### config.mk
export PLATFORM = sky130hd
export DESIGN_NAME = slc_config_loader
export DESIGN_NICKNAME = d
export VERILOG_FILES = /design/src/rtl/slc_config_loader.sv
export SDC_FILE = /design/constraint.sdc
export NUM_CORES = 1
export LEC_CHECK = 0
export ABC_AREA = 1
export BUFFER_PORTS_ARGS = -buffer_cell sky130_fd_sc_hd__buf_2
export CAP_MARGIN = 30
export CELL_PAD_IN_SITES_DETAIL_PLACEMENT = 1
export CELL_PAD_IN_SITES_GLOBAL_PLACEMENT = 1
export CORE_MARGIN = 1
export CORE_UTILIZATION = 44
export CTS_CLUSTER_DIAMETER = 120
export CTS_CLUSTER_SIZE = 8
export DETAILED_ROUTE_END_ITERATION = 10
export PLACE_DENSITY = 0.88
export SLEW_MARGIN = 15
export SYNTH_ARGS = -nofsm -noshare
export SYNTH_HDL_FRONTEND = slang
export SYNTH_SLANG_ARGS = --single-unit
export TNS_END_PERCENT = 30
### constraint.sdc
create_clock -name QCK -period 2.29 [get_ports QCK]
set_clock_uncertainty 0.15 [all_clocks]
set_input_delay 0.458 -clock QCK [delete_from_list [all_inputs] [get_ports QCK]]
set_output_delay 0.458 -clock QCK [all_outputs]
set_load 0.02 [all_outputs]
### src/rtl/slc_config_loader.sv
// rtl/slc_config_loader.sv - byte-serial configuration loader with shadow/active commit for the 8-cell super logic cell
module slc_config_loader #(
  parameter int          NUM_LC  = 8,
  parameter logic [7:0]  HEADER  = 8'hA5,
  parameter int          TIMEOUT = 64
) (
  input  logic                   QCK,
  input  logic                   QRT,
  input  logic [7:0]             IN_DATA,
  input  logic                   IN_VALID,
  output logic                   IN_READY,
  output logic [NUM_LC*16-1:0]   LUT_INIT,
  output logic [NUM_LC*2-1:0]    MODE,
  output logic [NUM_LC-1:0]      QDI_SEL,
  output logic [NUM_LC-1:0]      BQZ_SEL,
  output logic [NUM_LC-1:0]      CQZ_SEL,
  output logic                   BUSY,
  output logic                   CFG_DONE,
  output logic                   ERR,
  output logic [1:0]             ERR_CODE
);

  localparam int TW = $clog2(TIMEOUT + 1);

  typedef enum logic [2:0] {S_IDLE, S_LOAD, S_CHECK, S_COMMIT, S_ABORT} state_t;

  state_t          state, state_nxt;
  logic [2:0]      frame;
  logic [1:0]      phase;
  logic [7:0]      xsum;
  logic            mismatch;
  logic [TW-1:0]   idle_cnt;
  logic [1:0]      pend_code, code_nxt;

  logic [15:0]       sh_lut  [NUM_LC];
  logic [1:0]        sh_mode [NUM_LC];
  logic [NUM_LC-1:0] sh_qdi, sh_bqz, sh_cqz;

  logic accept, timed_out, last_byte;

  assign IN_READY  = (state == S_IDLE) || (state == S_LOAD) || (state == S_CHECK);
  assign BUSY      = (state != S_IDLE);
  assign accept    = IN_VALID & IN_READY;
  // A byte arriving on the cycle the counter would expire takes precedence.
  assign timed_out = !accept && (idle_cnt == TW'(TIMEOUT - 1));
  assign last_byte = (phase == 2'd2) && (frame == 3'(NUM_LC - 1));

  always_comb begin
    state_nxt = state;
    code_nxt  = pend_code;
    case (state)
      S_IDLE: begin
        if (accept && IN_DATA == HEADER) state_nxt = S_LOAD;
      end
      S_LOAD: begin
        if (accept && last_byte) begin
          state_nxt = S_CHECK;
        end else if (timed_out) begin
          state_nxt = S_ABORT;
          code_nxt  = 2'd3;
        end
      end
      S_CHECK: begin
        if (accept) begin
          if (mismatch) begin
            state_nxt = S_ABORT;
            code_nxt  = 2'd2;
          end else if (IN_DATA != xsum) begin
            state_nxt = S_ABORT;
            code_nxt  = 2'd1;
          end else begin
            state_nxt = S_COMMIT;
          end
        end else if (timed_out) begin
          state_nxt = S_ABORT;
          code_nxt  = 2'd3;
        end
      end
      S_COMMIT: state_nxt = S_IDLE;
      S_ABORT:  state_nxt = S_IDLE;
      default:  state_nxt = S_IDLE;
    endcase
  end

  always_ff @(posedge QCK) begin
    if (QRT) begin
      state     <= S_IDLE;
      frame     <= '0;
      phase     <= '0;
      xsum      <= '0;
      mismatch  <= 1'b0;
      idle_cnt  <= '0;
      pend_code <= '0;
      for (int k = 0; k < NUM_LC; k++) begin
        sh_lut[k]  <= '0;
        sh_mode[k] <= '0;
      end
      sh_qdi    <= '0;
      sh_bqz    <= '0;
      sh_cqz    <= '0;
      LUT_INIT  <= '0;
      MODE      <= '0;
      QDI_SEL   <= '0;
      BQZ_SEL   <= '0;
      CQZ_SEL   <= '0;
      CFG_DONE  <= 1'b0;
      ERR       <= 1'b0;
      ERR_CODE  <= '0;
    end else begin
      state     <= state_nxt;
      pend_code <= code_nxt;
      CFG_DONE  <= (state == S_COMMIT);
      ERR       <= (state == S_ABORT);

      if (state == S_ABORT) ERR_CODE <= pend_code;

      if (state == S_COMMIT) begin
        for (int k = 0; k < NUM_LC; k++) begin
          LUT_INIT[16*k +: 16] <= sh_lut[k];
          MODE[2*k +: 2]       <= sh_mode[k];
        end
        QDI_SEL <= sh_qdi;
        BQZ_SEL <= sh_bqz;
        CQZ_SEL <= sh_cqz;
      end

      if (state == S_LOAD || state == S_CHECK)
        idle_cnt <= accept ? '0 : idle_cnt + 1'b1;
      else
        idle_cnt <= '0;

      if (state == S_IDLE && accept && IN_DATA == HEADER) begin
        frame    <= '0;
        phase    <= '0;
        xsum     <= '0;
        mismatch <= 1'b0;
      end

      if (state == S_LOAD && accept) begin
        xsum <= xsum ^ IN_DATA;
        case (phase)
          2'd0: sh_lut[frame][7:0]  <= IN_DATA;
          2'd1: sh_lut[frame][15:8] <= IN_DATA;
          default: begin
            sh_mode[frame] <= IN_DATA[1:0];
            sh_qdi[frame]  <= IN_DATA[2];
            sh_bqz[frame]  <= IN_DATA[3];
            sh_cqz[frame]  <= IN_DATA[4];
            if (IN_DATA[7:5] != frame) mismatch <= 1'b1;
          end
        endcase
        if (phase == 2'd2) begin
          phase <= 2'd0;
          frame <= frame + 3'd1;
        end else begin
          phase <= phase + 2'd1;
        end
      end
    end
  end

endmodule

=== Word-level counts from Yosys, hierarchy flattened ===
Memory sizes are Yosys's and may differ from the RTL's. A register that Yosys moved wholly into a read port is not among the register bits.
Index checks and enable logic that the tools add are counted.

* Bits in registers: 78
* Bits in writable memories: 144
* Input bits: 11
* Logic and storage cells: 114
* Memories kept: 2

{| class="wikitable"
|+ Memories
! name !! depth !! bits a word !! read ports !! clocked after Yosys merged registers in !! wr ports !! RTL line !! text
|-
| sh_lut || 8 || 16 || 8 || 8 || 8 || 35 || <nowiki>logic [15:0] sh_lut [NUM_LC];</nowiki>
|-
| sh_mode || 8 || 2 || 8 || 8 || 8 || 36 || <nowiki>logic [1:0] sh_mode [NUM_LC];</nowiki>
|}

* Add/sub/neg operators: 3
* $lt $le $gt $ge: 2
* Eq/ne operators: 14
* Multiplexer cells: 50
* Bitwise logic cells: 4
* Reduce and logical (&&, ||, !) cells: 23

{| class="wikitable"
|+ Operators by type and width
! operator !! number
|-
| 2-to-1 mux 3 bit || 11
|-
| bitwise mux 8 bit || 3
|-
| 2-to-1 mux 1 bit || 20
|-
| 2-to-1 mux 2 bit || 10
|-
| 2-to-1 mux 16 bit || 1
|-
| 2-to-1 mux 8 bit || 2
|-
| OR reduction 16 bit || 1
|-
| one-hot mux 3 bit (3 select lines) || 1
|-
| equality test 8 bit (second input constant) || 1
|-
| logical AND 1 bit || 8
|-
| inequality test 8 bit || 1
|-
| bitwise XOR 8 bit || 1
|-
| adder 7 x 1 -> 7 bit (second input constant) || 1
|-
| equality test 7 x 6 -> 1 bit (second input constant) || 1
|-
| equality test 3 x 2 -> 1 bit (second input constant) || 2
|-
| equality test 3 bit (second input constant) || 2
|-
| < comparator 3 x 4 -> 1 bit (second input constant) || 1
|-
| inequality test 4 bit (second input constant) || 1
|-
| one-hot mux 2 bit (2 select lines) || 1
|-
| nonzero test 2 bit || 2
|-
| OR reduction 2 bit || 2
|-
| adder 3 x 1 -> 3 bit (second input constant) || 1
|-
| demux 1 bit (select 3 bit) || 1
|-
| equality test 3 x 1 -> 1 bit (second input constant) || 1
|-
| 17 further kinds || 20
|}

=== Longest topological paths before layout ===
Gate-level depths: netlist of the first run.

* Word-level depth: 10
* Gate-level depth with buffers: 9
* Depth with buffers taken out: 9

=== Worst setup path after synthesis of the first run ===
Ideal clock, no wire load.

* Path type: input port to flip-flop
* Start point: in QRT
* End point: mem sh_lut[1][0] (enable)
* Arrival: 1.512 ns
* Required time: 1.811 ns
* Setup slack: 0.299 ns
* Cell stages on the path: 7
* Buffers on the path: 2
* Path through: clkbuf_1 clkinv_1 buf_2 nand3_4 inv_6 nand2_4 nand2_1

{| class="wikitable"
|+ RTL lines
! item !! RTL line !! text
|-
| from (decl) || 8 || <nowiki>input logic QRT,</nowiki>
|-
| to (decl) || 35 ||
|}

=== Final worst setup path of the first run ===
* Start point: reg state[1]
* End point: out IN_READY

* Longest elaborated chain between the ends: 3
* Elaborated cells on any way between the ends: 5
* Classes of those cells: eq/ne (2); reduce/logical (3)

{| class="wikitable"
|+ RTL lines
! item !! RTL line !! text
|-
| from (decl) || 27 || <nowiki>state_t state, state_nxt;</nowiki>
|-
| from (signal assigned) || 110 || <nowiki>state <= state_nxt;</nowiki>
|-
| equality test 3 x 1 -> 1 bit or zero test 3 bit (tied branches) || 41 || <nowiki>assign IN_READY = (state == S_IDLE) || (state == S_LOAD) || (state == S_CHECK);</nowiki>
|-
| logical OR 1 bit || 41 ||
|-
| logical OR 1 bit (*) || 41 ||
|-
| to (decl) || 11 || <nowiki>output logic IN_READY,</nowiki>
|}

Every way passes the cells marked *; elsewhere a longest branch is shown, timed or not.

==> results of run 1 <==
==> metal layers <==
metal | GRT usage (%) | vias to the layer above
li1 | - | 4984
met1 | 30.9 | 5264
met2 | 45.5 | 397
met3 | 4.40 | 117
met4 | 13.8 | 0
met5 | 0 | -
==> stage by stage <==
| step | hold WS, ps | util [%] | std cells |
|---|---|---|---|
| after floorplan | 268 | - | 1391 |
| after global placement | 279 | 49.9 | 1919 |
| after detailed placement | 309 | 49.9 | 1919 |
| after CTS | 106 | 54.7 | 2008 |
| after global routing | 165 | 54.8 | 2008 |
| final | 136 | 54.8 | 2008 |
==> power breakdown <==
part	total, uW	switching (uW)	leakage [uW]	internal [uW]
logic	286	230	0.00357	56.1
registers	6890	36.2	0.00327	6850
clock network	6830	2670	0.000683	4160
total	14000	2940	0.00753	11100
==> cell usage after synthesis (all sizes together) <==
cell type  count  area, um2
a21oi         38        190
buf           34        181
clkbuf        47        176
clkinv         7       26.3
dfxtp        222       4440
edfxtp       144       4320
ha             3       37.5
inv           53        214
nand2         96        483
nand3         50        315
nand3b         1       7.51
nand4          5       31.3
nor2         469       1770
nor3           9       91.3
nor3b          2       15.0
o211ai         1       7.51
o21ai        182        911
o22ai         20        125
o31ai          3       22.5
or2            1       6.26
xnor2          1       8.76
xor2           3       26.3
==> worst max path at each step <==
stage | start | endpoint | slack [ps]
after floorplan | QRT | sh_lut[1][0] | 300
after global placement | state[0] | sh_lut[7][3] | 200
after detailed placement | state[0] | sh_lut[3][1] | 50
after CTS | state[1] | sh_lut[3][1] | 9
after global routing | state[0] | sh_lut[3][9] | 30
final | state[1] | IN_READY | 130
==> worst max-delay path, delay by kind of cell, from the launching register on <==
family / cells / cell delay, ps
and+or+nand+nor: 2 / 240
DFF: 1 / 490
buffers and inverters: 2 / 270
==> kinds of logic (layout without fill, tap and decap cells) <==
kind of cell | count (synthesis) | in the layout | share of synthesized area, %
AO/OA/AOI/OAI | 244 | 244 | 9.36
XOR/XNOR | 4 | 4 | 0.261
adder cells (fa/ha/maj) | 3 | 3 | 0.280
buffers and inverters | 141 | 368 | 4.46
flip-flops | 366 | 366 | 65.4
AND/OR/NAND/NOR | 633 | 633 | 20.3
==> sequential cells by signal, summed over array words and instances, names as in the netlist <==
name       cells
sh_bqz         8
sh_mode       16
QDI_SEL        8
pend_code      2
phase          2
sh_cqz         8
frame          3
state          3
CQZ_SEL        8
idle_cnt       7
LUT_INIT     128
MODE          16
ERR            1
sh_lut       128
sh_qdi         8
CFG_DONE       1
BQZ_SEL        8
mismatch       1
ERR_CODE       2
xsum           8
==> area by class of cell <==
class	count	area (um2)	area share [%]
Sequential cell	366	8770	53.7
Tap cell	390	488	2.99
Clock inverter	1	8.76	0.0536
Multi-Input combinational cell	884	4090	25.1
Clock buffer	88	1430	8.73
Timing Repair Buffer	219	1300	7.94
Inverter	60	248	1.52
==> out/results.ini, run 1 <==
[clock_network]
post_cts_buffers=0
ctsResizeCount=0
cts_sinks=366
cts_buffers=51
clk_latency_ps=550
cts.reportedPaths.clkPinSlew_ps=60
ctsHoldBuffers=0
htreeDepth=2
cts_tree=yes
cts_buffer_depth=3
cts_root_buf=clkbuf_16

[route]
drtIter0Drc=736
routed-wl-met3_um=2220
ant_nets=0
met2_length_um=20200
via_per_inst=5.36
vias=10800
wl_met1_um=16200
drt-total-wl_um=40700
firstDrtPassIters=5
routed.top_layer=met4
wl_per_cell_um=20.3
drc_errors=0

[floorplanning]
die-area_um2=31200
core_um2=29800
die_height_um=177
dieWidth_um=177
placementRows=63
initial_utilization_pct=45.0
io_pins=185

[worst_hold_path]
hp-class=input port to flop
holdPathEnd=xsum[2]
hold_depth=4
hp-start=IN_DATA[2]

[logic_synthesis]
synthesis.nets=1405
syn-mean-instance-area_um2=9.64
synth.distinct_cells=35
synth_cells=1391
syn_area_um2=13400
yosysWarningCount=0
synth-seq-cells=366
synth-seq-area-share_pct=65.4

[placement]
pre_cts_slack_ps=54.4
place_area_um2=14900
gp_congestion=0.832
io_buffers=184
hpwl_um=26500

[final_layout]
final_common_cell=nor2_1
area_growth_pct=21.7
nets=1596
nFillCells=3381
final_cell_area_um2=16300
drive_above_1_share_pct=20.4
n_antenna_cell=0
layout_common_cells=467 x nor2_1, 222 x dfxtp_1, 184 x buf_2, 181 x o21ai_0, 144 x edfxtp_1

[setup_path]
rr_startpoint=state[1]
required_ps=1680
path_class=flop to output port
rrSetupSlack_ps=140
worstSetupEndpointType=output port
crit_chain=nand2_1 -> inv_1 -> nor2_1 -> buf_2
timing.rr.end=sh_lut[3][1]
slowest_stage=dfxtp_1
r2r_cells=7
cp.arrival_ps=1550
startpoint_type=flop
path_max_fanout=5
max_stage_delay_ps=490

[timing]
hold_viol_final=0
slew_viol_final=0
fin_crit_ps=2160
finalCritPeriodShare_pct=94.2
setup-violations-final=0
fmax_ghz=0.463
slew_headroom_pct=62.0
rsz0062_at_grt=no
setup_slack_ps=132
worst_pin_slew_ps=567
setup_tns_ps=0

[global_routing]
grt_overflow=0
grt_pass1_wl_um=62200
grt_antenna_before_repair=0
grt_use_total_pct=26.2
grt_max_degree=104
grt_pass1_vias=11200

[pwr]
power_leakage_uw=0.00753
power.density_nw_per_um2=858
p_total_uw=14000
ir_worst_vdd_v=0.000492

[run_status]
status=completed

[job]
max_cap_viol_count=0

(Power assumes the default switching activity.)
==> run 2: changes to the inputs <==
--- a/config.mk
+++ b/config.mk
@@ -16,6 +16,7 @@
 export CTS_CLUSTER_SIZE = 8
 export DETAILED_ROUTE_END_ITERATION = 10
 export PLACE_DENSITY = 0.88
+export SETUP_SLACK_MARGIN = 0.15
 export SLEW_MARGIN = 15
 export SYNTH_ARGS = -nofsm -noshare
 export SYNTH_HDL_FRONTEND = slang
==> out/results.ini, run 2 (same netlist as run 1, synthesis figures left out) <==
[run_status]
status=completed

[final_layout]
top_regs=LUT_INIT: 128 flops, sh_lut: 128 flops
final_common_cell=nor2_1
final_cell_area_um2=16300
n_antenna_cell=0
drive_above_1_share_pct=20.3
multi_input_area_um2=4100
area_growth_pct=21.8
ff_latch_area_um2=8770
layout_common_cells=467 x nor2_1, 222 x dfxtp_1, 184 x buf_2, 181 x o21ai_0, 144 x edfxtp_1
nets=1596
nFillCells=3374

[setup_path]
r2r_cells=7
path_max_fanout=5
startpoint_type=flop
path_class=flop to output port
worstSetupEndpointType=output port
cp.arrival_ps=1540
required_ps=1680

[global_routing]
grt_pass1_vias=11200
grt_use_total_pct=26.2
grt_antenna_before_repair=0
grt_overflow=0
grt_pass1_wl_um=62200
grt_max_degree=104

[timing]
fmax_ghz=0.465
slew_viol_final=0
setup-violations-final=0
slew_headroom_pct=61.9
hold_viol_final=0
worst_pin_slew_ps=568
rsz0062_at_grt=yes
fin_crit_ps=2150
setup_tns_ps=0
finalCritPeriodShare_pct=93.9

[route]
drt-total-wl_um=40800
wl_per_cell_um=20.3
via_per_inst=5.36
drtIter0Drc=783
vias=10800
drc_errors=0
firstDrtPassIters=5
ant_nets=0

[floorplanning]
placementRows=63
die_height_um=177
io_pins=185
initial_utilization_pct=45.0
core_um2=29800
dieWidth_um=177
die-area_um2=31200

[placement]
hpwl_um=26500
io_buffers=184
place_area_um2=14900
gp_congestion=0.832

[clock_network]
cts_tree=yes
cts.reportedPaths.clkPinSlew_ps=60
clk_latency_ps=550
cts_buffers=51
cts_root_buf=clkbuf_16
cts_buffer_depth=3
htreeDepth=2
post_cts_buffers=0
cts_sinks=366

[job]
max_cap_viol_count=0

[worst_hold_path]
hp-class=input port to flop
hold_depth=4

[pwr]
ir_worst_vdd_v=0.000492
power.density_nw_per_um2=858
power_leakage_uw=0.00754

==> run 2: cell counts in the layout (fill, tap and decap cells not counted) <==
Identical to the previous run, type by type.
==> run 2: layout make-up <==
| type | instances | share of cell area (%) |
|---|---|---|
| Sequential cell | 366 | 53.7 |
| Clock inverter | 1 | 0.0536 |
| Clock buffer | 88 | 8.72 |
| Tap cell | 390 | 2.99 |
| Inverter | 60 | 1.52 |
| Multi-Input combinational cell | 884 | 25.1 |
| Timing Repair Buffer | 219 | 7.93 |
==> run 2: per-stage QoR <==
stage	total power [uW]	setup slack (ps)	utilization, %	hold WS [ps]	cells
2_1_floorplan	7160	299	-	268	1391
3_3_place_gp	7270	200	49.9	279	1919
3_5_place_dp	7290	54.4	49.9	309	1919
4_1_cts	14100	95.7	54.7	105	2008
5_1_grt	14400	44.7	54.8	164	2008
6_report	14000	140	54.8	131	2008
==> run 2: where the power goes <==
| part | internal [uW] | total [uW] | switching (uW) |
|---|---|---|---|
| sequential | 6850 | 6890 | 36.4 |
| clock | 4160 | 6840 | 2680 |
| combinational | 56.6 | 287 | 231 |
| total | 11100 | 14000 | 2950 |
==> run 2: path summary, 6_finish.rpt <==
path,start,end,slack [ps]
hold reg to reg,pend_code[0],pend_code[0],320
setup reg to reg,state[1],sh_lut[0][5],170
hold / removal,IN_DATA[2],xsum[2],130
setup / recovery,state[1],IN_READY,140
==> run 2: critical path: stages (launching register included) <==
cell	delay (ps)
dfxtp_1	480
nand2_1	190
inv_1	100
nor2_1	50
buf_2	170
==> run 2: per-layer routing <==
layer / share of wire [%] / global-route usage, % / up-vias
met5: 0 / 0 / -
met4: 5.0 / 13.9 / 0
met3: 5.6 / 4.42 / 117
met2: 50 / 45.6 / 374
met1: 40 / 30.7 / 5281
li1: - / - / 4981
==> run 2: repair_timing <==
action                     CTS  global route
hold buffers                 0             0
gates resized for setup      6            11
pin swaps                    0             0
setup endpoints to repair  128           134
